### config.mk
export PLATFORM = sky130hd
export DESIGN_NAME = fetch_unit
export DESIGN_NICKNAME = d
export VERILOG_FILES = /design/src/rtl/fetch_unit.sv
export SDC_FILE = /design/constraint.sdc
export NUM_CORES = 1
export LEC_CHECK = 0
export CAP_MARGIN = 0
export CORE_MARGIN = 2
export CORE_UTILIZATION = 46
export DETAILED_ROUTE_END_ITERATION = 8
export PLACE_DENSITY = 0.86
export SLEW_MARGIN = 20
export SYNTH_ARGS = -nofsm -noshare
export SYNTH_HDL_FRONTEND = slang
export SYNTH_SLANG_ARGS = --single-unit
### constraint.sdc
create_clock -name clk -period 3.8 [get_ports clk]
set_clock_uncertainty 0.15 [all_clocks]
set_input_delay 0.76 -clock clk [delete_from_list [all_inputs] [get_ports clk]]
set_output_delay 0.76 -clock clk [all_outputs]
set_load 0.01 [all_outputs]
### src/rtl/fetch_unit.sv
// Instruction fetch stage: reads the PC, issues a req/ack memory read,
// captures the word and presents its register fields until decode takes it.
module fetch_unit #(
    parameter int TIMEOUT = 15
) (
    input  logic        clk,
    input  logic        rst,
    input  logic [15:0] pc_addr,
    input  logic        flush,
    output logic        mem_req,
    output logic [15:0] mem_addr,
    input  logic        mem_ack,
    input  logic [15:0] mem_rdata,
    output logic        pc_inc,
    output logic [15:0] instr,
    output logic        instr_valid,
    input  logic        instr_ready,
    output logic [3:0]  opcode,
    output logic [2:0]  rd_add,
    output logic [2:0]  ra_add,
    output logic [2:0]  rb_add,
    output logic [2:0]  funct,
    output logic        fault
);

    typedef enum logic [1:0] {
        IDLE,
        FETCH,
        HOLD,
        FAULT
    } state_t;

    localparam logic [7:0] LAST = 8'(TIMEOUT - 1);

    state_t      r_state, w_state;
    logic [7:0]  r_cnt, w_cnt;
    logic        r_req, w_req;
    logic [15:0] r_addr, w_addr;
    logic        r_inc, w_inc;
    logic [15:0] r_instr, w_instr;
    logic        r_valid, w_valid;
    logic        r_fault, w_fault;

    always_ff @(posedge clk) begin
        if (rst) begin
            r_state <= IDLE;
            r_cnt   <= '0;
            r_req   <= 1'b0;
            r_addr  <= '0;
            r_inc   <= 1'b0;
            r_instr <= '0;
            r_valid <= 1'b0;
            r_fault <= 1'b0;
        end else begin
            r_state <= w_state;
            r_cnt   <= w_cnt;
            r_req   <= w_req;
            r_addr  <= w_addr;
            r_inc   <= w_inc;
            r_instr <= w_instr;
            r_valid <= w_valid;
            r_fault <= w_fault;
        end
    end

    // pc_inc defaults low so it can only ever be a single-cycle pulse
    always_comb begin
        w_state = r_state;
        w_cnt   = r_cnt;
        w_req   = r_req;
        w_addr  = r_addr;
        w_inc   = 1'b0;
        w_instr = r_instr;
        w_valid = r_valid;
        w_fault = r_fault;
        if (flush) begin
            w_state = IDLE;
            w_req   = 1'b0;
            w_valid = 1'b0;
            w_cnt   = '0;
            w_fault = 1'b0;
        end else begin
            case (r_state)
                IDLE: begin
                    if (pc_addr[0]) begin
                        w_state = FAULT;
                        w_fault = 1'b1;
                    end else begin
                        w_addr  = pc_addr;
                        w_req   = 1'b1;
                        w_cnt   = '0;
                        w_state = FETCH;
                    end
                end
                FETCH: begin
                    if (mem_ack) begin
                        w_instr = mem_rdata;
                        w_valid = 1'b1;
                        w_inc   = 1'b1;
                        w_req   = 1'b0;
                        w_state = HOLD;
                    end else if (r_cnt == LAST) begin
                        w_req   = 1'b0;
                        w_fault = 1'b1;
                        w_state = FAULT;
                    end else begin
                        w_cnt = r_cnt + 8'd1;
                    end
                end
                HOLD: begin
                    if (r_valid && instr_ready) begin
                        w_valid = 1'b0;
                        w_state = IDLE;
                    end
                end
                FAULT: begin
                    w_fault = 1'b1;
                    w_req   = 1'b0;
                    w_valid = 1'b0;
                end
                default: w_state = IDLE;
            endcase
        end
    end

    assign mem_req     = r_req;
    assign mem_addr    = r_addr;
    assign pc_inc      = r_inc;
    assign instr       = r_instr;
    assign instr_valid = r_valid;
    assign fault       = r_fault;
    assign opcode      = r_instr[15:12];
    assign rd_add      = r_instr[11:9];
    assign ra_add      = r_instr[8:6];
    assign rb_add      = r_instr[5:3];
    assign funct       = r_instr[2:0];

endmodule

# Word level (Yosys, flattened, before mapping)
# Index checks and enable logic that the tools add are counted.
totals:
  wordCells: 60
  reg_bits: 45
  output_inout_bits: 52
classes:
  n_eq_ne: 12
  n_reduce_logical: 15
  n_mux: 21
  n_addsub: 1
  bitwise: 3
ops:
  columns: ["op", "n"]
  rows:
  - ["$mux W8", 3]
  - ["$pmux W8 S2", 1]
  - ["$reduce_and A3 Y1", 5]
  - ["$ne A2 B2 Y1 const B", 7]
  - ["$mux W1", 9]
  - ["$pmux W1 S3", 3]
  - ["$reduce_bool A3 Y1", 3]
  - ["$add A8 B1 Y8 const B", 1]
  - ["$eq A8 B4 Y1 const B", 1]
  - ["$mux W2", 4]
  - ["$reduce_and A4 Y1", 2]
  - ["$pmux W2 S3", 1]
  - ["$eq A2 B2 Y1 const B", 2]
  - ["$ne A3 B3 Y1 const B", 1]
  - ["$not A1 Y1", 3]
  - ["$reduce_or A3 Y1", 1]
  - ["$eq A2 B1 Y1 const B", 1]
  - ["$logic_not A2 Y1", 1]
  - ["$reduce_bool A2 Y1", 1]
  - ["$reduce_or A2 Y1", 1]
  - ["$logic_and A1 B1 Y1", 1]

# Logic depth before layout (Yosys ltp)
logic_depth:
  ltp_word: 4
  ltp_mapped: 7
  ltp_nobuf: 6

# Worst setup path before layout
# Ideal clock, no wire load.
synth_path:
  path_kind: "input -> register"
  from: "input rst"
  to: "register r_req (netlist: mem_req)"
  setup_slack_ps: 1934
  t_arrival_ps: 1657
  n_path_buf: 2
  t_required_ps: 3591
  path_stages: 5
  cell_sequence: "clkbuf_1 or2_2 buf_2 nor4b_1 a31o_1"
synth_between:
  elab_chain_cells: 1
synth_lines:
  columns: ["element", "line", "rtl"]
  rows:
  - ["start: declaration", "7", "input logic rst,"]
  - ["$reduce_or A2 Y1 (no source line)", null, null]
  - ["end signal: assignment", "57", "r_req <= w_req;"]
  - ["end: declaration", "37", "logic r_req, w_req;"]
# No other way between the ends.
# A chain may end at the register's enable or synchronous reset.

# Worst setup path after layout
layout_path:
  from: "register r_state[1]"
  to: "register r_instr[15] (netlist: instr[15])"
layout_between:
  elab_chain_cells: 2
layout_lines:
  columns: ["element", "line", "rtl"]
  rows:
  - ["start: declaration", "35", "state_t r_state, w_state;"]
  - ["start signal: assignment", "55", "r_state <= w_state;"]
  - ["$eq A2 B1 Y1", "83", "case (r_state)"]
  - ["$reduce_and A3 Y1 (no source line)", null, null]
  - ["end signal: assignment", "60", "r_instr <= w_instr;"]
  - ["end: declaration", "40", "logic [15:0] r_instr, w_instr;"]
# No other way between the ends.

==> results by group <==
GRT
  – Initial antenna violation count: 0
  – Largest net degree at the start of global routing: 33
  – Total GRT Usage: 0.215
  – First-pass GRT wire length: 8900 um
  – GRT overflow: 0
  – Number of global-route vias before repair: 1,905

Clock network
  – Resize count post-CTS: 0
  – Clock latency on the worst-skew pair: 0.30 ns
  – Clock sink count: 45
  – CTS H-Tree Depth: 2
  – Setup Buffers After CTS: 0
  – Clock Tree Buf Depth: 2
  – Root buffer cell: clkbuf_8
  – Clock buffer count from CTS: 5
  – Clk slew on worst S/H paths: 0.08 ns
  – CTS tree: done
  – Hold buffers post-CTS: 0

Yosys
  – Yosys warnings: 0
  – Syn_area_per_cell: 8.09 um^2
  – Mapped Cells: 269
  – Syn Nets: 314
  – Sequential area share after synthesis: 0.414
  – Synth unique cells: 42
  – Mapped Area: 2180 um^2
  – Flops & latches, synth: 45

Final layout
  – Area Overhead vs Synth: 38.2%
  – FF/Latch Area: 901 um^2
  – Layout cell share with drive strength beyond 1: 0.0541
  – Most frequent cells in the layout: clkdlybuf4s50_1 (87), nand2_1 (78), dfxtp_1 (45)
  – Most common cell after layout, fill and taps aside: clkdlybuf4s50_1
  – # fillers: 417
  – Final #Nets: 378
  – Multi-input gate area: 1030 um^2
  – Diode count: 0

Routing
  – DR vias/cell: 5.31
  – M1 WL: 2270 um
  – Met2 wire length: 2820 um
  – Pre-antenna DRT Iters: 4
  – Antenna Nets Post-Route: 0
  – Max layer used: met4
  – Remaining DRCs: 0
  – Metal3 WL: 278 um
  – Initial drt markers: 94
  – Via count: 2,055
  – Drt total wl: 5500 um
  – Wire per inst: 14.2 um

Job
  – Max Cap Viol: 0

Worst setup path
  – R2R Path End: instr[15]$_SDFFE_PP0P_
  – Worst R2R Path Depth: 5
  – RR Startpoint: r_state[1]$_SDFFE_PP0P_
  – CP Data Required Time: 3.83 ns
  – Worst-path maximum fanout: 17
  – Worst EP arrival: 2.26 ns
  – R2R setup slack: 1.57 ns
  – Worst Path Class, Setup: flip-flop to flip-flop
  – Worst setup SP type: flip-flop
  – Crit end category: flip-flop

STA
  – # setup viols final: 0
  – Slew Limit Fails: 0
  – Setup repair after global routing missed its margin: false
  – Min cycle time layout: 2.23 ns
  – Hold Violations, Final: 0
  – Fmax: 447 MHz
  – Slew headroom: 0.553
  – Worst-Margin Slew: 0.668 ns
  – Fin crit share: 0.588
  – TNS Setup: 0 ns

Power
  – Power Total: 1040 uW
  – VDD IR max: 0.000227 V
  – Leak Pwr: 0.00106 uW
  – Power per Cell Area: 347 nW/um^2

Worst hold path
  – Hold Path Stages: 2
  – Hold Path Class: flip-flop to flip-flop
  – Hold EP: mem_addr[15]$_SDFFE_PP0P_
  – Hold_sp: mem_addr[15]$_SDFFE_PP0P_

Status
  – Status: finished clean

Place
  – Port bufs: 87
  – Gpl congestion: 0.892
  – Post-DP HPWL: 4040 um

Floorplan
  – Die H: 72.8 um
  – I/O pin count: 89
  – DIE AREA: 5300 um^2
  – DIE WIDTH: 72.8 um
  – Area of the core: 4630 um^2
  – Row count: 25
  – Initial Util: 0.470
## power by group
part	internal (uW)	total [uW]	switching, uW
logic	97.8	188	90.4
clock network	191	354	163
registers	489	502	12.2
## layout make-up
cell class                      instances  area share
Multi-Input combinational cell        187       0.343
Tap cell                               54      0.0225
Inverter                                5     0.00624
Clock inverter                          2      0.0116
Clock buffer                            5      0.0229
Sequential cell                        45       0.300
Timing Repair Buffer                   89       0.295
## sequential cells by signal, summed over array words and instances, names as in the netlist
register,count
instr,16
instr_valid,1
pc_inc,1
r_cnt,8
fault,1
mem_req,1
mem_addr,15
r_state,2
## critical path, cell delays in order, from the launching register on
cell and delay [ns]:
dfxtp_1 0.37, inv_1 0.13, ha_1 0.50, nand3_1 0.62, nand2_1 0.23, a21oi_1 0.10
## worst max path at each step
stage | to | cells past startpoint | startpoint | slack [ns]
2_1_floorplan | mem_req$_SDFFE_PP0P_ | 5 | rst | 1.93
3_3_place_gp | r_cnt[1]$_SDFFE_PP0P_ | 5 | mem_ack | 1.38
3_5_place_dp | instr[0]$_SDFFE_PP0P_ | 5 | flush | 1.33
4_1_cts | instr[0]$_SDFFE_PP0P_ | 5 | r_state[1]$_SDFFE_PP0P_ | 1.49
5_1_grt | instr[7]$_SDFFE_PP0P_ | 5 | r_state[1]$_SDFFE_PP0P_ | 1.35
6_report | instr[15]$_SDFFE_PP0P_ | 5 | r_state[1]$_SDFFE_PP0P_ | 1.57
## cell usage after synthesis (all sizes together)
cell     count  area share
nor3b        1      0.0057
a31o         1      0.0040
nor2b        2      0.0057
nor4         1      0.0029
buf         22       0.073
nor2         5      0.0086
a21oi       39       0.091
nor3         3      0.0069
ha           8       0.046
a21boi       1      0.0052
o21ai        6       0.019
dfxtp       45        0.41
and2         1      0.0029
conb         1      0.0017
and4         2      0.0081
nand2b       1      0.0029
o31ai        2      0.0069
bufbuf       1       0.015
and2b        1      0.0035
o2111a       2       0.010
nand4b       3       0.012
clkbuf       9       0.016
nand3        9       0.021
or4          1      0.0035
nand2       78        0.13
nor4b        1      0.0040
o211ai       2       0.011
or3          1      0.0052
o2111ai      2      0.0081
mux2         1      0.0052
nand4        1      0.0029
a211oi       1      0.0057
inv          5      0.0086
a31oi        5       0.014
o22ai        1      0.0029
or2          1      0.0029
and3         3      0.0086
## cell families (layout without fill, tap and decap cells)
kind of cell / Yosys count / count (layout) / share of synthesized area
muxes: 1 / 1 / 0.00518
buffers and inverters: 37 / 101 / 0.112
adders and majority gates: 8 / 8 / 0.0460
and+or+nand+nor: 115 / 115 / 0.242
other: 1 / 1 / 0.00172
DFF: 45 / 45 / 0.414
AOI/OAI and AO/OA: 62 / 62 / 0.179
## per-layer routing
layer | up-vias | track usage
met4 | 0 | 0.0844
met3 | 12 | 0.0497
met2 | 74 | 0.381
li1 | 1023 | -
met5 | - | 0
met1 | 946 | 0.251
## per-stage QoR
step	area (um^2)	utilization	std cells	worst slack, ns	hold slack [ns]
4_1_cts	3010	0.650	387	1.49	0.311
5_1_grt	3010	0.650	387	1.35	0.338
6_report	3010	0.650	387	1.57	0.310
3_5_place_dp	2900	0.627	380	1.33	0.300
3_3_place_gp	2900	0.627	380	1.38	0.291
2_1_floorplan	2180	-	269	1.93	0.313
Power figures use the tool's default switching activity.
